[src/rtl/rv_ifu_fetch.sv]
// RV32 instruction fetch stage: owns the PC and fetches one word at a time into a decode-facing message register.
// Optional misaligned-fetch trap enabled by defining IFU_MISALIGN_CHK_EN (adds output fetch_misalign).
module rv_ifu_fetch #(
    parameter int unsigned      WIDTH       = 32,
    parameter logic [WIDTH-1:0] RESET_PC    = 32'h8000_0000,
    parameter int unsigned      IF_ID_WIDTH = 64
) (
    input  logic                   clk,
    input  logic                   rst,
    output logic                   imem_req_valid,
    input  logic                   imem_req_ready,
    output logic [WIDTH-1:0]       imem_req_addr,
    input  logic                   imem_rsp_valid,
    input  logic [WIDTH-1:0]       imem_rsp_data,
    input  logic                   redirect_valid,
    input  logic [WIDTH-1:0]       redirect_pc,
    output logic                   IF_ID_valid,
    input  logic                   IF_ID_ready,
    output logic [IF_ID_WIDTH-1:0] IF_ID_message
`ifdef IFU_MISALIGN_CHK_EN
    ,
    output logic                   fetch_misalign
`endif
);

    typedef enum logic [2:0] {
        ST_IDLE = 3'd0,
        ST_REQ  = 3'd1,
        ST_WAIT = 3'd2,
        ST_DROP = 3'd3,
        ST_HOLD = 3'd4
    } state_t;

    localparam logic [WIDTH-1:0] PC_STEP = {{(WIDTH-3){1'b0}}, 3'd4};

    state_t                 state_r;
    state_t                 state_s;
    logic [WIDTH-1:0]       pc_r;
    logic [WIDTH-1:0]       pc_s;
    logic [WIDTH-1:0]       pc_inc_s;
    logic                   valid_r;
    logic                   valid_s;
    logic [IF_ID_WIDTH-1:0] msg_r;
    logic [IF_ID_WIDTH-1:0] msg_s;
    logic                   req_valid_r;
    logic                   req_valid_s;
    logic                   req_fire_s;
    logic                   hs_s;
    logic                   pc_fault_s;
`ifdef IFU_MISALIGN_CHK_EN
    logic                   misalign_r;
    logic                   misalign_s;
`endif

    // Next state, next PC and next output-register values; redirect overrides everything else
    always_comb begin
        state_s    = state_r;
        pc_s       = pc_r;
        valid_s    = valid_r;
        msg_s      = msg_r;
        pc_inc_s   = pc_r + PC_STEP;
        req_fire_s = req_valid_r & imem_req_ready;
        hs_s       = valid_r & IF_ID_ready;
`ifdef IFU_MISALIGN_CHK_EN
        misalign_s = misalign_r;
        pc_fault_s = (pc_r[1:0] != 2'b00);
`else
        pc_fault_s = 1'b0;
`endif

        if (redirect_valid) begin
            pc_s    = redirect_pc;
            valid_s = 1'b0;
`ifdef IFU_MISALIGN_CHK_EN
            misalign_s = 1'b0;
`endif
            case (state_r)
                ST_IDLE: state_s = ST_REQ;
                ST_REQ: begin
                    // An accepted request still owes us a response that must be swallowed
                    if (req_fire_s) begin
                        state_s = ST_DROP;
                    end else begin
                        state_s = ST_REQ;
                    end
                end
                ST_WAIT: begin
                    if (imem_rsp_valid) begin
                        state_s = ST_REQ;
                    end else begin
                        state_s = ST_DROP;
                    end
                end
                ST_HOLD: state_s = ST_REQ;
                ST_DROP: begin
                    // A stale response arriving with the redirect retires the outstanding request
                    if (imem_rsp_valid) begin
                        state_s = ST_REQ;
                    end else begin
                        state_s = ST_DROP;
                    end
                end
                default: state_s = ST_IDLE;
            endcase
        end else begin
            case (state_r)
                ST_IDLE: state_s = ST_REQ;
                ST_REQ: begin
                    if (pc_fault_s) begin
                        state_s = ST_HOLD;
                        msg_s   = {pc_r, {WIDTH{1'b0}}};
                        valid_s = 1'b1;
`ifdef IFU_MISALIGN_CHK_EN
                        misalign_s = 1'b1;
`endif
                    end else if (req_fire_s) begin
                        state_s = ST_WAIT;
                    end else begin
                        state_s = ST_REQ;
                    end
                end
                ST_WAIT: begin
                    if (imem_rsp_valid) begin
                        state_s = ST_HOLD;
                        msg_s   = {pc_r, imem_rsp_data};
                        valid_s = 1'b1;
                    end else begin
                        state_s = ST_WAIT;
                    end
                end
                ST_HOLD: begin
                    if (hs_s) begin
                        state_s = ST_REQ;
                        pc_s    = pc_inc_s;
                        valid_s = 1'b0;
`ifdef IFU_MISALIGN_CHK_EN
                        misalign_s = 1'b0;
`endif
                    end else begin
                        state_s = ST_HOLD;
                    end
                end
                ST_DROP: begin
                    if (imem_rsp_valid) begin
                        state_s = ST_REQ;
                    end else begin
                        state_s = ST_DROP;
                    end
                end
                default: begin
                    state_s = ST_IDLE;
                    pc_s    = RESET_PC;
                    valid_s = 1'b0;
                end
            endcase
        end

        // Request line is registered: it reflects the state being entered
`ifdef IFU_MISALIGN_CHK_EN
        req_valid_s = (state_s == ST_REQ) && (pc_s[1:0] == 2'b00);
`else
        req_valid_s = (state_s == ST_REQ);
`endif
    end

    // State, PC and output registers with asynchronous active-low reset
    always_ff @(posedge clk or negedge rst) begin
        if (!rst) begin
            state_r     <= ST_IDLE;
            pc_r        <= RESET_PC;
            valid_r     <= 1'b0;
            msg_r       <= {IF_ID_WIDTH{1'b0}};
            req_valid_r <= 1'b0;
`ifdef IFU_MISALIGN_CHK_EN
            misalign_r  <= 1'b0;
`endif
        end else begin
            state_r     <= state_s;
            pc_r        <= pc_s;
            valid_r     <= valid_s;
            msg_r       <= msg_s;
            req_valid_r <= req_valid_s;
`ifdef IFU_MISALIGN_CHK_EN
            misalign_r  <= misalign_s;
`endif
        end
    end

    assign imem_req_valid = req_valid_r;
    assign imem_req_addr  = pc_r;
    assign IF_ID_valid    = valid_r;
    assign IF_ID_message  = msg_r;
`ifdef IFU_MISALIGN_CHK_EN
    assign fetch_misalign = misalign_r;
`endif

endmodule
[config.mk]
export PLATFORM = sky130hd
export DESIGN_NAME = rv_ifu_fetch
export DESIGN_NICKNAME = d
export VERILOG_FILES = /design/src/rtl/rv_ifu_fetch.sv
export SDC_FILE = /design/constraint.sdc
export NUM_CORES = 1
export LEC_CHECK = 0
export ABC_CLOCK_PERIOD_IN_PS = 3300
export BUFFER_PORTS_ARGS = -buffer_cell sky130_fd_sc_hd__buf_2
export CAP_MARGIN = 10
export CELL_PAD_IN_SITES_DETAIL_PLACEMENT = 1
export CELL_PAD_IN_SITES_GLOBAL_PLACEMENT = 2
export CORE_MARGIN = 2
export CORE_UTILIZATION = 33
export CTS_CLUSTER_SIZE = 30
export DETAILED_ROUTE_END_ITERATION = 12
export PLACE_DENSITY_LB_ADDON = 0.1
export SYNTH_ARGS = -nofsm -noshare
export SYNTH_HDL_FRONTEND = slang
export SYNTH_SLANG_ARGS = --single-unit
[constraint.sdc]
create_clock -name clk -period 3.3 [get_ports clk]
set_input_delay 0 -clock clk [delete_from_list [all_inputs] [get_ports clk]]
set_output_delay 0 -clock clk [all_outputs]
set_load 0.01 [all_outputs]
==> results of run 1 <==
-- kinds of logic after synthesis --
kind of cell | count (synthesis)
simple gates | 123
flops | 101
compound gates | 78
mux | 66
buf+inv | 29
fa+ha+maj | 1
-- worst max-delay path, delay by kind of cell (launching register included) --
kind	cells	cell delay (ns)
simple gates	3	1.00
compound gates	2	0.50
flops	1	0.43
fa+ha+maj	1	0.27
-- power by group --
part	internal [mW]	leakage [nW]	total [mW]	switching [mW]
Clock	0.660	0.151	1.13	0.472
Combinational	0.565	1.78	1.06	0.496
Sequential	1.57	1.31	1.80	0.233
Total	2.79	3.25	3.99	1.20
-- worst min-delay path by stage --
stage / start / end / slack (ns) / cells after the start
finish: redirect_pc[5] / imem_req_addr[5] / 0.005 / 3
global route: redirect_pc[5] / imem_req_addr[5] / 0.04 / 3
CTS: redirect_pc[5] / imem_req_addr[5] / 0.003 / 3
detailed placement: rst / IF_ID_message[31] / 0.12 / 1
global placement: rst / IF_ID_message[31] / 0.12 / 1
floorplan: rst / IF_ID_message[0] / -0.30 / 0
-- layout by cell type (no fill, tap or decap), types with 7 or more instances in the layout --
cell type                       netlist  layout
sky130_fd_sc_hd__a21oi_1             14      13
sky130_fd_sc_hd__a22oi_1             12      12
sky130_fd_sc_hd__buf_2                8     166
sky130_fd_sc_hd__buf_4                0       8
sky130_fd_sc_hd__clkbuf_16            0       9
sky130_fd_sc_hd__dfrtp_1            100     100
sky130_fd_sc_hd__dlygate4sd3_1        0      65
sky130_fd_sc_hd__mux2_2              64      64
sky130_fd_sc_hd__nand2_1             25      25
sky130_fd_sc_hd__nand3_1             28      28
sky130_fd_sc_hd__nand4_1              7       7
sky130_fd_sc_hd__nor2_1              24      24
sky130_fd_sc_hd__nor3_1               9       9
sky130_fd_sc_hd__o21ai_0             25      25
-- layout make-up --
type / instances / area, µm² / area share, %
flip-flops and latches: 101 / 2530 / 38.3
multi-input cells: 268 / 1960 / 29.7
repair buffers: 239 / 1540 / 23.4
clock buffers: 9 / 225 / 3.41
well taps: 180 / 225 / 3.41
clock inverters: 7 / 90.1 / 1.37
inverters: 6 / 22.5 / 0.341
-- registers in the layout, summed over array words and instances (netlist names) --
register,flops
IF_ID_message,64
imem_req_addr,32
state_r,3
IF_ID_valid,1
imem_req_valid,1
-- per-layer routing --
metal,track usage (%),up-vias
met1,24.6,2060
met3,2.67,14
met5,0,-
met4,7.11,0
met2,33.3,95
li1,-,1932
==> qor.txt, run 1 <==
Run status -> finished clean
Worst-case headroom to the max-slew limit -> 40.1%
Setup slack of the most critical reg-to-reg path -> 0.96 ns
Initial cell density of the core -> 33.5%
Startpoint type of the worst setup path -> flip-flop
Max H-tree Level -> 3
Data required time at the worst endpoint -> 3.53 ns
Delay of the slowest cell on the worst path -> 0.55 ns
Class of the tightest hold or removal check -> input pin to flip-flop
Width of the die -> 122 µm
Async set or reset register ratio after synthesis -> 100%
Number of setup buffers added after CTS -> 0
Grt total ovfl -> 0
Worst slack on hold paths -> 0.00493 ns
Antenna diode count -> 0
Number of max-capacitance violations reported -> 0
Peak ir drop on the vdd network -> 247 µV
# setup viols final -> 0
Min cycle time layout -> 2.34 ns
First-pass GRT wire length -> 22.4 mm
Post-synth net total -> 469
R2r startpoint -> imem_req_addr[2]
I/O pin count -> 168
Most common cell in the synthesized netlist -> sky130_fd_sc_hd__dfrtp_1
Metal1 wirelength -> 6.17 mm
Residual DRC -> 0
Worst Setup SP -> imem_req_addr[2]
Cell count after synthesis -> 398
Power per cell area -> 605 nW/µm²
Fraction of synthesized cell area in xor and xnor cells -> 0%
Count of flip-flops with a built-in enable after synthesis -> 0
Die Span Y -> 122 µm
Top cells by count, synth -> sky130_fd_sc_hd__dfrtp_1 (100), sky130_fd_sc_hd__mux2_2 (64), sky130_fd_sc_hd__nand3_1 (28)
Maximum root-to-sink buffer count -> 2
Area of the die -> 14900 µm²
First drt pass iteration count -> 4
Total count of max-transition violations in the final report -> 0
RSZ-0062 raised after global routing -> false
Dominant cell type by area after synthesis -> sky130_fd_sc_hd__dfrtp_1
Portion of synthesized cell area occupied by the leading cell type -> 54.5%
Total of warnings raised by yosys -> 0
Antenna violations before repair -> 0
Detail Route met2 WL -> 7.08 mm
Vias in the first global route -> 4224
Port-buffer cells -> 167
Worst flop-to-flop path endpoint -> imem_req_addr[26]
Highest routed metal layer -> met4
Post-Synth Adder-Cell Area -> 0.272%
Flop and latch count out of synthesis -> 101
Combinational family with the most area after synthesis -> multiplexers
Pre-CTS worst setup slack -> 0.982 ns
Max Freq -> 428 MHz
Transition time at the pin with the least slew margin -> 0.898 ns
Number of distinct library cells after synthesis -> 46
Post-synth design cell area -> 4590 µm²
Average instance area after synthesis -> 11.5 µm²
Buffer cell driving the clock tree root -> sky130_fd_sc_hd__clkbuf_16
Share of layout cells above drive strength 1 -> 41.9%
Final standard cell area without fillers -> 6600 µm²
Total vias in the final route -> 4101
Arrival time at the worst endpoint -> 2.57 ns
Final wirelength -> 14.0 mm
Total power after layout -> 3.99 mW
Critical-path top delay cell -> sky130_fd_sc_hd__nor4_4
Fraction of the mapped netlist area in simple logic gates -> 14.9%
Standard-cell rows -> 43
Critical path fanouts, max -> 8
Leading cell types by total area after synthesis -> sky130_fd_sc_hd__dfrtp_1 (54%), sky130_fd_sc_hd__mux2_2 (16%), sky130_fd_sc_hd__nand3_1 (3.1%), sky130_fd_sc_hd__o21ai_0 (2.7%), sky130_fd_sc_hd__nand2_1 (2.0%)
Hpwl dp -> 9.52 mm
Number of instances resized during post-cts repair -> 0
Post-layout net count -> 696
Period Utilization, post-route -> 70.9%
Core region area -> 13700 µm²
Number of fill cells in the layout -> 1543
Worst-Skew Late Latency -> 0.35 ns
Placement Cell Area -> 5630 µm²
Number of buffers inserted during clock tree synthesis -> 9
Count of nets left with antenna violations after detail routing -> 0
Hold violation count in the final report -> 0
Clock-pin slew reported for the worst setup and hold paths after clock tree synthesis -> 0.06 ns
Most instantiated flip-flop cell in the synthesis netlist -> sky130_fd_sc_hd__dfrtp_1
Portion of the post-synthesis area used by sequential elements -> 55.1%
Compound-cell area share of the yosys netlist -> 11.0%
First DRT Iteration DRCs -> 104
Setup Crit Path Kind -> flip-flop to flip-flop
Hold-fix buffers at CTS -> 65
CTS sink cnt -> 101
Multiplexer share of the synthesized area -> 16.1%
Met3 routed wirelength -> 530 µm
Area growth from synthesis to layout -> 43.6%
Leakage power figure -> 3.25 nW
Final worst slack -> 0.961 ns
TritonCTS clock tree -> done
Number of cells traversed by the worst register-to-register path -> 6
Total Negative Setup Slacks -> 0 ns
Chain of cells forming the critical path -> ha_1, nand4_2, nor4_4, nand4_1, a21o_1, a221o_1
Capturing element type of the critical path -> flip-flop
RD Place Congestion -> 0.774
Critical path endpoint -> imem_req_addr[26]
Finished Core Util -> 48.1%
Skew final -> 0.00560 ns
Overall Global Routing Usage -> 19.3%
Detailed-route vias per instance -> 5.06
Maximum number of pins on one net before global-route repair -> 59
Placed Cells -> 729
Final standard cell count with taps included and fillers excluded -> 810
Detail-routed net length per standard cell -> 17.3 µm
Note: power is estimated with default switching activity, not from simulation.
==> inputs of run 2 (changes only) <==
Settings changed: ABC_CLOCK_PERIOD_IN_PS 3300 to 2000, CORE_UTILIZATION 33 to 27.
Clock period 3.3 ns to 2 ns, I/O delays scaled along.
==> run 2 against run 1 <==
Against the previous run:
- clock skew up 0.0012 ns
- global-route usage is 1.5 points lower
- sequential cell count is the same
- die area rose by 21%
- non-clock buffer count is 40 higher
- first-iteration DRC count increased by 25%
- combinational power rose by 87%
- via count is 4.5% higher
- clock power grew 59%
- routed wire length increased by 10%
- critical path type unchanged
- clock-buffer cell count stayed put
- cell area rose by 6.4%
==> qor.txt, run 2 (synthesis gave the netlist of run 1 again) <==
Run status -> finished clean
Top library cells by usage in the layout, fill and taps aside -> sky130_fd_sc_hd__buf_2 (166), sky130_fd_sc_hd__dfrtp_1 (98), sky130_fd_sc_hd__mux2_2 (64), sky130_fd_sc_hd__dlygate4sd3_1 (64), sky130_fd_sc_hd__buf_4 (44)
Period Utilization, post-route -> 96.2% (+25 points)
Transition time at the pin with the least slew margin -> 0.520 ns (-0.378 ns)
Post-layout net count -> 736 (+5.7%)
Maximum number of pins on one net before global-route repair -> 46 (-22%)
RD Place Congestion -> 0.747 (-3.5%)
Power per cell area -> 948 nW/µm² (+57%)
Detailed-route vias per instance -> 4.82 (-4.8%)
First-pass GRT wire length -> 25.1 mm (+12%)
Worst flop-to-flop path endpoint -> imem_req_addr[26]
Count of nets left with antenna violations after detail routing -> 0 (unchanged)
Width of the die -> 134 µm (+10%)
Detail-routed net length per standard cell -> 17.4 µm (+0.61%)
Clock-pin slew reported for the worst setup and hold paths after clock tree synthesis -> 0.07 ns (about the same)
Worst Setup SP -> imem_req_addr[2]
CTS sink cnt -> 101 (unchanged)
Class of the tightest hold or removal check -> input pin to flip-flop
Critical path fanouts, max -> 4 (-4)
Share of layout cells above drive strength 1 -> 46.2% (+4.3 points)
Hpwl dp -> 11.1 mm (+17%)
R2r startpoint -> imem_req_addr[2]
Setup Crit Path Kind -> flip-flop to flip-flop
Leakage power figure -> 3.46 nW (+6.5%)
Total count of max-transition violations in the final report -> 0 (unchanged)
I/O pin count -> 168 (unchanged)
Area growth from synthesis to layout -> 52.8%
Core region area -> 16600 µm² (+21%)
Capturing element type of the critical path -> flip-flop
Seq. cell area -> 2530 µm² (about the same)
Max H-tree Level -> 3 (unchanged)
Worst slack on hold paths -> 0.0215 ns (+0.0165 ns)
Total vias in the final route -> 4284 (+4.5%)
Grt total ovfl -> 0 (unchanged)
Max Freq -> 520 MHz (+22%)
Data required time at the worst endpoint -> 2.23 ns (-1.30 ns)
Multi-input logic area -> 1990 µm² (+1.5%)
First drt pass iteration count -> 4 (unchanged)
# setup viols final -> 0 (unchanged)
Buffer cell driving the clock tree root -> sky130_fd_sc_hd__clkbuf_16
Maximum root-to-sink buffer count -> 2 (unchanged)
Antenna violations before repair -> 0 (unchanged)
Number of fill cells in the layout -> 1886 (+22%)
Die Span Y -> 134 µm (+10%)
Min cycle time layout -> 1.92 ns (-0.415 ns)
Arrival time at the worst endpoint -> 2.16 ns (-0.41 ns)
Hold violation count in the final report -> 0 (unchanged)
Port-buffer cells -> 167 (unchanged)
Worst-case headroom to the max-slew limit -> 65.3% (+25 points)
Number of max-capacitance violations reported -> 0 (unchanged)
Vias in the first global route -> 4617 (+9.3%)
First DRT Iteration DRCs -> 130 (+25%)
Residual DRC -> 0 (unchanged)
Overall Global Routing Usage -> 17.8% (-1.5 points)
Area of the die -> 18100 µm² (+21%)
Finished Core Util -> 42.3% (-5.8 points)
TritonCTS clock tree -> done
Number of cells traversed by the worst register-to-register path -> 6 (unchanged)
Largest register FFs -> 64 (unchanged)
Setup slack of the most critical reg-to-reg path -> 0.08 ns (-0.89 ns)
Placement Cell Area -> 6000 µm² (+6.7%)
Final wirelength -> 15.5 mm (+10%)
Number of buffers inserted during clock tree synthesis -> 9 (unchanged)
Critical path endpoint -> imem_req_addr[26]
Most common cell after layout, fill and taps aside -> sky130_fd_sc_hd__buf_2
Skew final -> 0.00684 ns (+0.00125 ns)
Peak ir drop on the vdd network -> 406 µV (+64%)
Worst-Skew Late Latency -> 0.35 ns (about the same)
Standard-cell rows -> 47 (+9.3%)
Final standard cell area without fillers -> 7020 µm² (+6.4%)
Initial cell density of the core -> 27.7% (-5.8 points)
Antenna diode count -> 0 (unchanged)
Startpoint type of the worst setup path -> flip-flop
-- run 2: worst min-delay path by stage --
| stage | cells past startpoint | endpoint | start | slack, ns |
|---|---|---|---|---|
| final | 3 | imem_req_addr[5] | redirect_pc[5] | 0.02 |
| after CTS | 3 | imem_req_addr[16] | redirect_pc[16] | 0.006 |
| after detailed placement | 1 | IF_ID_message[39] | rst | -0.05 |
| after global routing | 3 | imem_req_addr[8] | redirect_pc[8] | 0.009 |
| after global placement | 1 | IF_ID_message[39] | rst | -0.06 |
| after floorplan | 0 | IF_ID_message[0] | rst | -0.30 |
-- run 2: stage by stage --
stage	total power, mW	setup TNS [ns]	std cells	worst slack (ns)
floorplan	3.82	0	398	0.0793
global placement	4.73	0	804	0.122
detailed placement	4.81	0	804	0.0502
CTS	6.77	0	883	0.0220
global route	7.07	-0.00201	889	-0.00201
finish	6.65	0	889	0.0760
-- run 2: layout make-up --
type                    instances  share of cell area, %
clock inverters                 6                  0.999
well taps                     220                   3.92
inverters                       6                  0.321
clock buffers                   9                   3.21
repair buffers                279                   27.1
flip-flops and latches        101                   36.1
multi-input cells             268                   28.4
-- run 2: repair_timing --
item | CTS | global route
resized for setup | 0 | 7
setup endpoints to repair | 0 | 8
hold buffers | 64 | 0
hold endpoints to repair | 129 | 0
setup buffers | 0 | 6
-- run 2: routing by layer --
| layer | share of wire, % | track usage, % | up-vias |
|---|---|---|---|
| li1 | - | - | 2018 |
| met5 | 0 | 0 | - |
| met2 | 52 | 32.1 | 100 |
| met1 | 43 | 22.1 | 2153 |
| met4 | 1.1 | 5.50 | 0 |
| met3 | 3.9 | 2.46 | 13 |
-- run 2: critical path, stage by stage (launching register included) --
cell,delay (ns)
sky130_fd_sc_hd__dfrtp_2,0.42
sky130_fd_sc_hd__ha_4,0.18
sky130_fd_sc_hd__nand4_4,0.13
sky130_fd_sc_hd__nor4_4,0.41
sky130_fd_sc_hd__nand4_1,0.17
sky130_fd_sc_hd__a21o_1,0.20
sky130_fd_sc_hd__a221o_1,0.29
-- run 2: where the power goes --
| group | leakage, nW | internal, mW | switching [mW] |
|---|---|---|---|
| Sequential | 1.31 | 2.58 | 0.290 |
| Clock | 0.140 | 0.976 | 0.827 |
| Combinational | 2.01 | 1.03 | 0.948 |
==> inputs of run 3 (changes only) <==
Settings changed: CORE_UTILIZATION 27 to 28, CTS_BUF_LIST set to sky130_fd_sc_hd__clkbuf_4 sky130_fd_sc_hd__clkbuf_8.
==> run 3 against run 2 <==
Against the previous run:
- die area down 3.5%
- non-clock buffer count up 3
- routed wire length is 0.43% higher
- cell count unchanged
- first-iteration DRC count increased by 18%
==> qor.txt, run 3 (synthesis gave the netlist of run 1 again) <==
Run status -> finished clean
Largest register FFs -> 64 (unchanged)
Delay of the slowest cell on the worst path -> 0.42 ns (about the same)
TritonCTS clock tree -> done
Initial cell density of the core -> 28.8% (+1.1 points)
Fraction of power consumed by sequential logic -> 47.1% (+3.9 points)
Antenna violations before repair -> 0 (unchanged)
Area of the die -> 17400 µm² (-3.5%)
# setup viols final -> 0 (unchanged)
Antenna diode count -> 0 (unchanged)
Skew final -> 0.0108 ns (+0.00397 ns)
Capturing element type of the critical path -> flip-flop
Area growth from synthesis to layout -> 50.1%
Standard-cell rows -> 46 (-2.1%)
Max H-tree Level -> 3 (unchanged)
Hpwl dp -> 10.8 mm (-3.2%)
Number of cells traversed by the worst register-to-register path -> 7 (+1)
First-pass GRT wire length -> 25.2 mm (+0.69%)
Number of max-capacitance violations reported -> 0 (unchanged)
Detail-routed net length per standard cell -> 17.5 µm (+0.43%)
Endpoint of the worst hold-timing path -> imem_req_addr[16]
Buffer cell driving the clock tree root -> sky130_fd_sc_hd__clkbuf_8
First drt pass iteration count -> 5 (+1)
Maximum number of pins on one net before global-route repair -> 45 (-2.2%)
Hold violation count in the final report -> 0 (unchanged)
Min cycle time layout -> 1.90 ns (-0.0249 ns)
CTS sink cnt -> 101 (unchanged)
Core region area -> 15900 µm² (-3.9%)
Clock power share -> 20.7% (-6.4 points)
Overall Global Routing Usage -> 18.2% (+0.32 points)
Port-buffer cells -> 167 (unchanged)
Arrival time at the worst endpoint -> 2.16 ns (about the same)
First DRT Iteration DRCs -> 153 (+18%)
Transition time at the pin with the least slew margin -> 0.623 ns (+0.103 ns)
Vias in the first global route -> 4551 (-1.4%)
Internal power -> 4.08 mW (-11%)
Final wirelength -> 15.6 mm (+0.43%)
RSZ-0062 raised after global routing -> false
Hold_sp -> redirect_pc[16]
Worst-Skew Late Latency -> 0.37 ns (+0.02 ns)
Setup slack of the most critical reg-to-reg path -> 0.10 ns (+0.02 ns)
Total vias in the final route -> 4252 (-0.75%)
Maximum root-to-sink buffer count -> 2 (unchanged)
Most common cell after layout, fill and taps aside -> sky130_fd_sc_hd__buf_2
Number of fill cells in the layout -> 1802 (-4.5%)
Setup Crit Path Kind -> flip-flop to flip-flop
Number of buffers inserted during clock tree synthesis -> 9 (unchanged)
Peak ir drop on the vdd network -> 312 µV (-23%)
Total count of max-transition violations in the final report -> 0 (unchanged)
Top library cells by usage in the layout, fill and taps aside -> sky130_fd_sc_hd__buf_2 (166), sky130_fd_sc_hd__dfrtp_1 (100), sky130_fd_sc_hd__dlygate4sd3_1 (70)
Switching power -> 2.04 mW (-1.4%)
Power per cell area -> 887 nW/µm² (-6.5%)
Residual DRC -> 0 (unchanged)
Startpoint type of the worst setup path -> flip-flop
Finished Core Util -> 43.3% (+0.95 points)
Count of nets left with antenna violations after detail routing -> 0 (unchanged)
Max Freq -> 527 MHz (+1.3%)
Critical-path top delay cell -> sky130_fd_sc_hd__dfrtp_1
Leakage power figure -> 3.41 nW (-1.3%)
Period Utilization, post-route -> 95.0% (-1.2 points)
Detailed-route vias per instance -> 4.78 (-0.75%)
Combinational Power Share -> 32.3% (+2.6 points)
Family with the most delay on the worst path -> simple AND/OR/NAND/NOR gates
R2r startpoint -> imem_req_addr[3]
Worst flop-to-flop path endpoint -> imem_req_addr[26]
Width of the die -> 132 µm (-1.7%)
Multi-input logic area -> 1960 µm² (-1.3%)
Worst-case headroom to the max-slew limit -> 58.5% (-6.8 points)
Clock-pin slew reported for the worst setup and hold paths after clock tree synthesis -> 0.10 ns (+0.03 ns)
RD Place Congestion -> 0.739 (-1.0%)
Die Span Y -> 132 µm (-1.7%)
Data required time at the worst endpoint -> 2.26 ns (+0.03 ns)
I/O pin count -> 168 (unchanged)
Cell count of the worst hold path -> 3 (unchanged)
Seq. cell area -> 2530 µm² (about the same)
Crit path buf inv count -> 1 (+1)
Total Negative Setup Slacks -> 0 ns (unchanged)
Class of the tightest hold or removal check -> input pin to flip-flop
Share of layout cells above drive strength 1 -> 45.0% (-1.2 points)
Critical path fanouts, max -> 6 (+2)
Switching portion of total power -> 33.3% (+2.3 points)
Grt total ovfl -> 0 (unchanged)
Post-layout net count -> 739 (+0.41%)
Chain of cells forming the critical path -> ha_2, nand4_2, nor4_4, buf_6, nand4_1, a21o_1, a221o_1
## run 3: cell types whose count changed in the layout (fill, tap and decap cells not counted), sizes merged
cell         change
bufinv           -1
clkinv           +1
inv              +2
clkinvlp         -1
dlygate4sd3      +6
buf              -3
## run 3: how the worst max path moves through the flow
stage	cells after the start	slack [ns]	to	from
after CTS	6	0.03	imem_req_addr[26]	imem_req_addr[3]
after global routing	5	0.004	imem_req_addr[9]	state_r[0]
after global placement	6	0.10	imem_req_addr[26]	imem_req_addr[2]
final	7	0.10	imem_req_addr[26]	imem_req_addr[3]
after detailed placement	6	0.06	imem_req_addr[26]	imem_req_addr[3]
after floorplan	6	0.08	imem_req_addr[26]	imem_req_addr[2]
## run 3: repair_timing
item | in CTS | in global routing
endpoints found under the hold margin | 103 | 0
endpoints found under the setup margin | 0 | 4
hold buffers | 70 | 0
gates resized for setup | 0 | 2
buffers inserted | 0 | 1
## run 3: area by class of cell
type	instances	area share (%)
timing repair buffer	282	28.0
clock inverter	7	0.816
clock buffer	9	1.80
multi-input combinational	268	28.5
tap	216	3.92
sequential	101	36.7
inverter	6	0.327
## run 3: through the flow
step | area [µm²] | power, mW | hold slack, ns | setup WS [ns] | instances
after CTS | 6880 | 6.24 | 0.0156 | 0.0318 | 888
after detailed placement | 6000 | 4.81 | 0.0624 | 0.0575 | 802
after global routing | 6900 | 6.52 | 0.0207 | 0.00435 | 889
final | 6900 | 6.12 | 0.0126 | 0.101 | 889
after floorplan | 4590 | 3.82 | -0.296 | 0.0793 | 398
after global placement | 6000 | 4.74 | 0.0624 | 0.100 | 802
## run 3: routing by layer
layer | wire length (µm) | track usage (%) | vias up
li1 | - | - | 2013
met1 | 7020 | 23.3 | 2125
met2 | 7830 | 31.9 | 103
met3 | 549 | 2.65 | 11
met4 | 153 | 5.07 | 0
met5 | 0 | 0 | -
## run 3: power by group through the flow
| stage | combinational, mW | clock [mW] | sequential, mW |
|---|---|---|---|
| global placement | 1.85 | 0 | 2.89 |
| finish | 1.97 | 1.26 | 2.88 |
| CTS | 2.01 | 1.34 | 2.88 |
| global route | 2.15 | 1.41 | 2.96 |
| detailed placement | 1.88 | 0 | 2.93 |
| floorplan | 0.625 | 0 | 3.19 |
## run 3: worst register-to-register path, delay by kind of cell, from the launching register on
| kind | cells | cell delay, ns |
|---|---|---|
| adders and majority gates | 1 | 0.22 |
| buffers and inverters | 1 | 0.16 |
| and+or+nand+nor | 3 | 0.51 |
| DFF | 1 | 0.42 |
| AOI/OAI and AO/OA | 2 | 0.48 |
